### config.mk
export PLATFORM = sky130hd
export DESIGN_NAME = log2_seq_flat
export DESIGN_NICKNAME = d
export VERILOG_FILES = /design/src/rtl/log2_pkg.sv /design/src/rtl/log2_seq_if.sv /design/src/rtl/log2_step.sv /design/src/rtl/log2_seq.sv /design/src/flat_wrapper.sv
export SDC_FILE = /design/constraint.sdc
export NUM_CORES = 1
export LEC_CHECK = 0
export CAP_MARGIN = 5
export CORE_MARGIN = 2
export CORE_UTILIZATION = 44
export DETAILED_ROUTE_END_ITERATION = 8
export PLACE_DENSITY = 0.68
export SLEW_MARGIN = 20
export SYNTH_ARGS = -nofsm -noshare
export SYNTH_HDL_FRONTEND = slang
export SYNTH_HIERARCHICAL = 1
export SYNTH_SLANG_ARGS = --single-unit
### constraint.sdc
create_clock -name clk -period 3.7 [get_ports clk]
set_input_delay 0.74 -clock clk [delete_from_list [all_inputs] [get_ports clk]]
set_output_delay 0.74 -clock clk [all_outputs]
set_load 0.005 [all_outputs]
### src/rtl/log2_pkg.sv
// Shared types and helpers for the log2 search block and its get_pow relatives.
package log2_pkg;

  typedef enum logic [1:0] {
    IDLE,
    SEARCH,
    DONE
  } state_t;

  // Result width able to hold a ceil result equal to w itself.
  function automatic int pow_width(input int w);
    return $clog2(w) + 1;
  endfunction

endpackage

### src/rtl/log2_seq_if.sv
// Producer/consumer handshake bundle for log2_seq: operand in, exponent and flags out.
interface log2_seq_if #(
  parameter int WIDTH = 8
);
  import log2_pkg::*;

  localparam int POW_W = pow_width(WIDTH);

  logic             in_valid;
  logic             in_ready;
  logic [WIDTH-1:0] number;
  logic             ceil_mode;
  logic             out_valid;
  logic             out_ready;
  logic [POW_W-1:0] pow;
  logic             zero;
  logic             exact;

  modport master (
    output in_valid, number, ceil_mode, out_ready,
    input  in_ready, out_valid, pow, zero, exact
  );

  modport slave (
    input  in_valid, number, ceil_mode, out_ready,
    output in_ready, out_valid, pow, zero, exact
  );
endinterface

### src/rtl/log2_step.sv
// One binary-search step: keep the candidate bit if the operand still has
// a set bit at or above that position.
module log2_step #(
  parameter int WIDTH = 8,
  parameter int LOG_W = 3
) (
  input  logic [WIDTH-1:0] number,
  input  logic [LOG_W-1:0] acc,
  input  logic [LOG_W-1:0] step,
  output logic [LOG_W-1:0] acc_next
);

  logic [LOG_W-1:0] cand;

  // Shift amounts at or beyond WIDTH naturally produce zero, rejecting the candidate.
  assign cand     = acc | (LOG_W'(1) << step);
  assign acc_next = ((number >> cand) != '0) ? cand : acc;

endmodule

### src/rtl/log2_seq.sv
// Sequential floor/ceil log2 with zero and power-of-two flags, found by a
// binary search over bit positions, one step per clock.
module log2_seq
  import log2_pkg::*;
#(
  parameter int WIDTH = 8
) (
  input logic       clk,
  input logic       rst,
  log2_seq_if.slave bus
);

  localparam int LOG_W = $clog2(WIDTH);
  localparam int POW_W = pow_width(WIDTH);

  state_t           state, state_next;
  logic [WIDTH-1:0] number_reg;
  logic             ceil_reg;
  logic [LOG_W-1:0] acc, acc_next, step;
  logic [POW_W-1:0] pow_reg, pow_calc;
  logic             zero_reg, exact_reg, exact_calc;

  log2_step #(
    .WIDTH(WIDTH),
    .LOG_W(LOG_W)
  ) u_step (
    .number  (number_reg),
    .acc     (acc),
    .step    (step),
    .acc_next(acc_next)
  );

  always_ff @(posedge clk or posedge rst) begin
    if (rst) state <= IDLE;
    else     state <= state_next;
  end

  always_comb begin
    state_next = state;
    case (state)
      IDLE:    if (bus.in_valid) state_next = (bus.number == '0) ? DONE : SEARCH;
      SEARCH:  if (step == '0) state_next = DONE;
      DONE:    if (bus.out_ready) state_next = IDLE;
      default: state_next = IDLE;
    endcase
  end

  // Final result uses the accumulator value produced by the last step.
  always_comb begin
    exact_calc = ((number_reg & (number_reg - WIDTH'(1))) == '0);
    pow_calc   = POW_W'(acc_next);
    if (ceil_reg && !exact_calc) pow_calc = POW_W'(acc_next) + POW_W'(1);
  end

  always_ff @(posedge clk or posedge rst) begin
    if (rst) begin
      number_reg <= '0;
      ceil_reg   <= 1'b0;
      acc        <= '0;
      step       <= '0;
      pow_reg    <= '0;
      zero_reg   <= 1'b0;
      exact_reg  <= 1'b0;
    end else begin
      case (state)
        IDLE: begin
          if (bus.in_valid) begin
            number_reg <= bus.number;
            ceil_reg   <= bus.ceil_mode;
            acc        <= '0;
            step       <= LOG_W'(LOG_W - 1);
            if (bus.number == '0) begin
              pow_reg   <= '0;
              zero_reg  <= 1'b1;
              exact_reg <= 1'b0;
            end
          end
        end
        SEARCH: begin
          acc  <= acc_next;
          step <= step - LOG_W'(1);
          if (step == '0) begin
            pow_reg   <= pow_calc;
            zero_reg  <= 1'b0;
            exact_reg <= exact_calc;
          end
        end
        default: ;
      endcase
    end
  end

  assign bus.in_ready  = (state == IDLE);
  assign bus.out_valid = (state == DONE);
  assign bus.pow       = pow_reg;
  assign bus.zero      = zero_reg;
  assign bus.exact     = exact_reg;

endmodule

### src/flat_wrapper.sv
// flat-port wrapper written by rule: the top's interface ports become plain ports
module log2_seq_flat import log2_pkg::*;
#(
  parameter int WIDTH = 8
)
  (clk, rst, bus_in_valid, bus_number, bus_ceil_mode, bus_out_ready, bus_in_ready, bus_out_valid, bus_pow, bus_zero, bus_exact);
  log2_seq_if #(.WIDTH(WIDTH)) bus_i ();
  input logic clk;
  input logic rst;
  input wire logic [$bits(bus_i.in_valid)-1:0] bus_in_valid;
  input wire logic [$bits(bus_i.number)-1:0] bus_number;
  input wire logic [$bits(bus_i.ceil_mode)-1:0] bus_ceil_mode;
  input wire logic [$bits(bus_i.out_ready)-1:0] bus_out_ready;
  output wire logic [$bits(bus_i.in_ready)-1:0] bus_in_ready;
  output wire logic [$bits(bus_i.out_valid)-1:0] bus_out_valid;
  output wire logic [$bits(bus_i.pow)-1:0] bus_pow;
  output wire logic [$bits(bus_i.zero)-1:0] bus_zero;
  output wire logic [$bits(bus_i.exact)-1:0] bus_exact;
  assign bus_i.in_valid = bus_in_valid;
  assign bus_i.number = bus_number;
  assign bus_i.ceil_mode = bus_ceil_mode;
  assign bus_i.out_ready = bus_out_ready;
  assign bus_in_ready = bus_i.in_ready;
  assign bus_out_valid = bus_i.out_valid;
  assign bus_pow = bus_i.pow;
  assign bus_zero = bus_i.zero;
  assign bus_exact = bus_i.exact;
  log2_seq #(.WIDTH(WIDTH)) u_core (.clk(clk), .rst(rst), .bus(bus_i));
endmodule
# [Word-level counts from Yosys, hierarchy flattened]
# Cells that the tools add are included.
[word_totals] output_inout_bits=8 register_bits=23 inputBits=13
[op_classes] n_eq_ne=6 n_reduce_logical=12 addsub=3 n_bitwise=2 shifts=2 muxes=23
[ops] op="$logic_not A8 Y1" n=2
[ops] op="$mux W4" n=4
[ops] op="$pmux W3 S2" n=2
[ops] op="$mux W3" n=3
[ops] op="$and A8 B8 Y8" n=1
[ops] op="$mux W2" n=4
[ops] op="$pmux W4 S2" n=1
[ops] op="$reduce_bool A8 Y1" n=1
[ops] op="$shr A8 B3 Y8" n=1
[ops] op="$sub A8 B1 Y8 const B" n=1
[ops] op="$mux W1" n=6
[ops] op="$pmux W2 S3" n=1
[ops] op="$add A3 B1 Y4 const B" n=1
[ops] op="$ne A2 B1 Y1 const B" n=2
[ops] op="$ne A2 B2 Y1 const B" n=2
[ops] op="$pmux W1 S2" n=2
[ops] op="$reduce_and A2 Y1" n=2
[ops] op="$reduce_and A4 Y1" n=1
[ops] op="$logic_not A3 Y1" n=1
[ops] op="$or A3 B3 Y3" n=1
[ops] op="$reduce_and A3 Y1" n=1
[ops] op="$shl A1 B3 Y3 const A" n=1
[ops] op="$sub A3 B1 Y3 const B" n=1
[ops] op="$eq A2 B1 Y1 const B" n=1
[ops] op="other kinds (5)" n=5

# [Longest topological paths before layout]
[logic_depth] ltp_word=9 depth_mapped=9

# [Modules after synthesis]
# Netlist, hierarchy kept.
[modules_own_cells] module="log2_seq" n_inst=1 seq_area_each_um2=575.6 cells_per_inst=93 area_per_inst_um2=1101.1
[modules_own_cells] module="log2_step" n_inst=1 seq_area_each_um2=0.0 cells_per_inst=27 area_per_inst_um2=186.4

# [Worst setup path before layout]
# OpenSTA, ideal clock, no wires.
[synth_path] path_type="register to register" start="register u_core.step[2]" end="register u_core.pow_reg[2], in the netlist u_core/bus.pow[2]" arrival_time_ns=2.378 n_path_buf=0 stages_incl_launch_ff=10 path_slack_ns=1.254 path_cell_list="dfrtp_1 and4bb_2 o32ai_1 a221oi_2 o221ai_1 ha_1 inv_1 or4_1 mux2i_1 a311o_1"
[synth_between] elab_chain_len=9
[synth_lines] element="start: declaration" line_no="log2_seq.sv:19" text="logic [LOG_W-1:0] acc, acc_next, step;"
[synth_lines] element="start signal: assignment" line_no="log2_seq.sv:71" text="step <= LOG_W'(LOG_W - 1);"
[synth_lines] element="start signal: assignment" line_no="log2_seq.sv:81" text="step <= step - LOG_W'(1);"
[synth_lines] element="$shl A1 B3 Y3 *" line_no="log2_step.sv:16" text="assign cand = acc | (LOG_W'(1) << step);"
[synth_lines] element="$or A3 B3 Y3 *" line_no="log2_step.sv:16"
[synth_lines] element="$shr A8 B3 Y8" line_no="log2_step.sv:17" text="assign acc_next = ((number >> cand) != '0) ? cand : acc;"
[synth_lines] element="$reduce_bool A8 Y1" line_no="log2_step.sv:17"
[synth_lines] element="$mux W3 *" line_no="log2_step.sv:17"
[synth_lines] element="net u_core.acc_next[0]" line_no="log2_seq.sv:19"
[synth_lines] element="$add A3 B1 Y4 *" line_no="log2_seq.sv:52" text="if (ceil_reg && !exact_calc) pow_calc = POW_W'(acc_next) + POW_W'(1);"
[synth_lines] element="$mux W4 *" line_no="log2_seq.sv:52"
[synth_lines] element="$mux W4 *" line_no="log2_seq.sv:82" text="if (step == '0) begin"
[synth_lines] element="$pmux W4 S2 *" line_no="log2_seq.sv:65" text="case (state)"
[synth_lines] element="end signal: assignment" line_no="log2_seq.sv:83" text="pow_reg <= pow_calc;"
[synth_lines] element="end: declaration" line_no="log2_seq.sv:20" text="logic [POW_W-1:0] pow_reg, pow_calc;"
# The timed path passes the listed nets; every way through them passes the cells marked *. The select of a mux whose other input is x is not followed.
# A chain may end at the register's enable or synchronous reset.

# [Worst setup path in the final report]
# Ends and elaborated chain as after synthesis.

==> metrics <==
status=finished, final reports clean; Synthesized Nets=136; total wire length=2640 um; FMAX=0.371 GHz; fill count=around 260; Multi-input gate area=659 um2; clk buf depth=2; worst skew pair latency=0.31 ns; Avg Synthesized Cell Area=approximately 11 um2; crit path DAT=2.95 ns; number of synthesis warnings=6; critical path type=reg2reg; Worst IR Drop VDD=0.517 mV; DRT iter0 DRCs=39; share of post-route cells with drive strength above 1=0.175; Max-Slew Margin vs Limit=0.397; CTS Hold Bufs=0; root buf cell=clkbuf_4; CTS sink cnt=23; CP max FO=10; number of enable flip-flop cells after synthesis=0; most frequent cell after synthesis=dfrtp_1; Crit-path slowest cell=dfrtp_1; Tightest Hold Check Type=reg2reg; RSZ-0062 raised after global routing=no; Synth async-reset ratio=1.00; postcts setup bufs=0; wire per inst=around 15 um; GP Congestion=about 0.80; grt ovf=0; DRC Markers=0; gr usage total=0.181; vias per cell=5.86; CTS tree=built; initial cell density of the core=0.467; drt pass-1 iters=4; Main synth FF type=dfrtp_1; Mapped Cells=between 100 and 150; die height=58.1 um; slowest cell delay on critical path=0.51 ns; setup_tns=0 ns; Mapped Area=0.00129 mm2; Post-synth top cells=dfrtp_1 (23), inv_1 (13), mux2_2 (11); Final nets=160; first-pass GRT wire length=4700 um; vias in the first global route=1,055; Die W=58.1 um; Cell Pwr Density=815 mW/mm2; dpl hpwl=a little over 2000 um; core area=between 0.002 and 0.003 mm2; Max-Cap Viols=0; library cells used by synthesis=42; Final period util=0.729; buffers added on ports=20; startpoint types=flop; Synth area leaders=dfrtp_1 (45%), mux2_2 (9.6%), a22o_1 (4.1%), inv_1 (3.8%), ha_1 (2.9%); Placement Rows=19; sequential share of the synthesized area=0.447; clock skew=between 0.004 and 0.005 ns; leading area contributor after synthesis=dfrtp_1; crit end category=flop; Resized cells post-CTS=0; Final Critical Period=2.70 ns; FF/Latch Area=576 um2; placed insts=170; I/O Pins=21; Layout area overhead=20.4%; via count=1,020; hold slack=0.515 ns; ANT nets after route=0; Req. time, crit path=3.96 ns; final core occ=0.562; Final Max Slew Viols=0; CTS Buf Count=3; Seq cells post-synth=23; ANT cells=0; H-tree depth=1; worst-margin pin slew=about 0.89 ns; P_leak=0.647 nW; clock-pin slew on the worst setup and hold paths=around 0.13 ns; cells along the critical path=and4bb_2, o32ai_1, a221oi_2, o221ai_1, ha_1, inv_1, or4_1, mux2i_1, a311o_1; area share of the largest cell type after synthesis=0.447; endpoints failing setup=0; final hold vios=0; die area=0.00338 mm2; largest net degree at the start of global routing=24; max FFs per register=8; Non-Filler Instances=174; initial antenna violation count=0
-- area by class of cell --
cell class | instances | share of cell area
timing repair buffer | 20 | 0.129
tap | 31 | 0.0250
multi-input combinational | 83 | 0.425
sequential | 23 | 0.371
clock inverter | 1 | 0.00323
clock buffer | 3 | 0.0145
inverter | 13 | 0.0315
-- critical path, delay by kind of cell, from the launching register on --
family | cells | cell delay (ns)
flops | 1 | 0.51
buf+inv | 1 | 0.05
simple gates | 2 | 0.78
compound gates | 4 | 0.94
fa+ha+maj | 1 | 0.22
mux | 1 | 0.14
-- worst paths after layout --
path	start	to	slack [ns]	depth (start not counted)
setup / recovery	u_core/step[2]	u_core/bus.pow[2]	1.00	9
hold / removal	u_core/bus.pow[1]	u_core/bus.pow[1]	0.51	1
setup reg to reg	u_core/step[2]	u_core/bus.pow[2]	1.00	9
hold reg to reg	u_core/bus.pow[1]	u_core/bus.pow[1]	0.51	1
max in group asynchronous	rst	u_core/number_reg[5]	2.26	2
min in group asynchronous	rst	u_core/bus.exact	0.89	2
-- per-layer routing --
| layer | GRT usage | part of all wire | vias up |
|---|---|---|---|
| li1 | - | - | 491 |
| met1 | 0.245 | 0.49 | 505 |
| met2 | 0.291 | 0.47 | 20 |
| met3 | 0.0201 | 0.028 | 4 |
| met4 | 0.0864 | 0.011 | 0 |
| met5 | 0 | 0 | - |
-- per-stage QoR --
stage / cell area [um2] / total power [mW] / setup WS, ns
6_report: 1550 / 1.26 / 1.00
5_1_grt: 1550 / 1.38 / 0.756
4_1_cts: 1550 / 1.27 / 0.995
3_5_place_dp: 1520 / 1.15 / 1.01
3_3_place_gp: 1520 / 1.14 / 1.15
2_1_floorplan: 1290 / 0.948 / 1.25
-- placed cells by master, fill, tap and decap left out, types with 2 or more instances in the layout --
cell type / n
a22o_1: 6
inv_1: 13
nand2_1: 6
or2_2: 3
clkbuf_4: 3
nand2b_1: 3
nor2_1: 6
and4bb_2: 2
or4_1: 2
o21ai_0: 2
nor3b_1: 2
clkdlybuf4s50_1: 20
o221ai_1: 2
dfrtp_1: 23
a21oi_1: 3
nor3_1: 5
mux2_2: 11
nor4_1: 2
ha_1: 3
and2_1: 2
-- where the power goes --
part,switching [mW],internal (mW),total (mW)
Clock,0.0762,0.0404,0.117
Sequential,0.135,0.367,0.502
Combinational,0.298,0.348,0.645
Total,0.509,0.755,1.26
-- logic make-up after synthesis --
logic type	count (synthesis)	synth area share
AND/OR/NAND/NOR	38	0.174
AO/OA/AOI/OAI	27	0.182
flip-flops	23	0.447
buffers and inverters	14	0.0408
multiplexers	12	0.104
adder cells (fa/ha/maj)	5	0.0457
XOR/XNOR	1	0.00680
(Power assumes the default switching activity.)
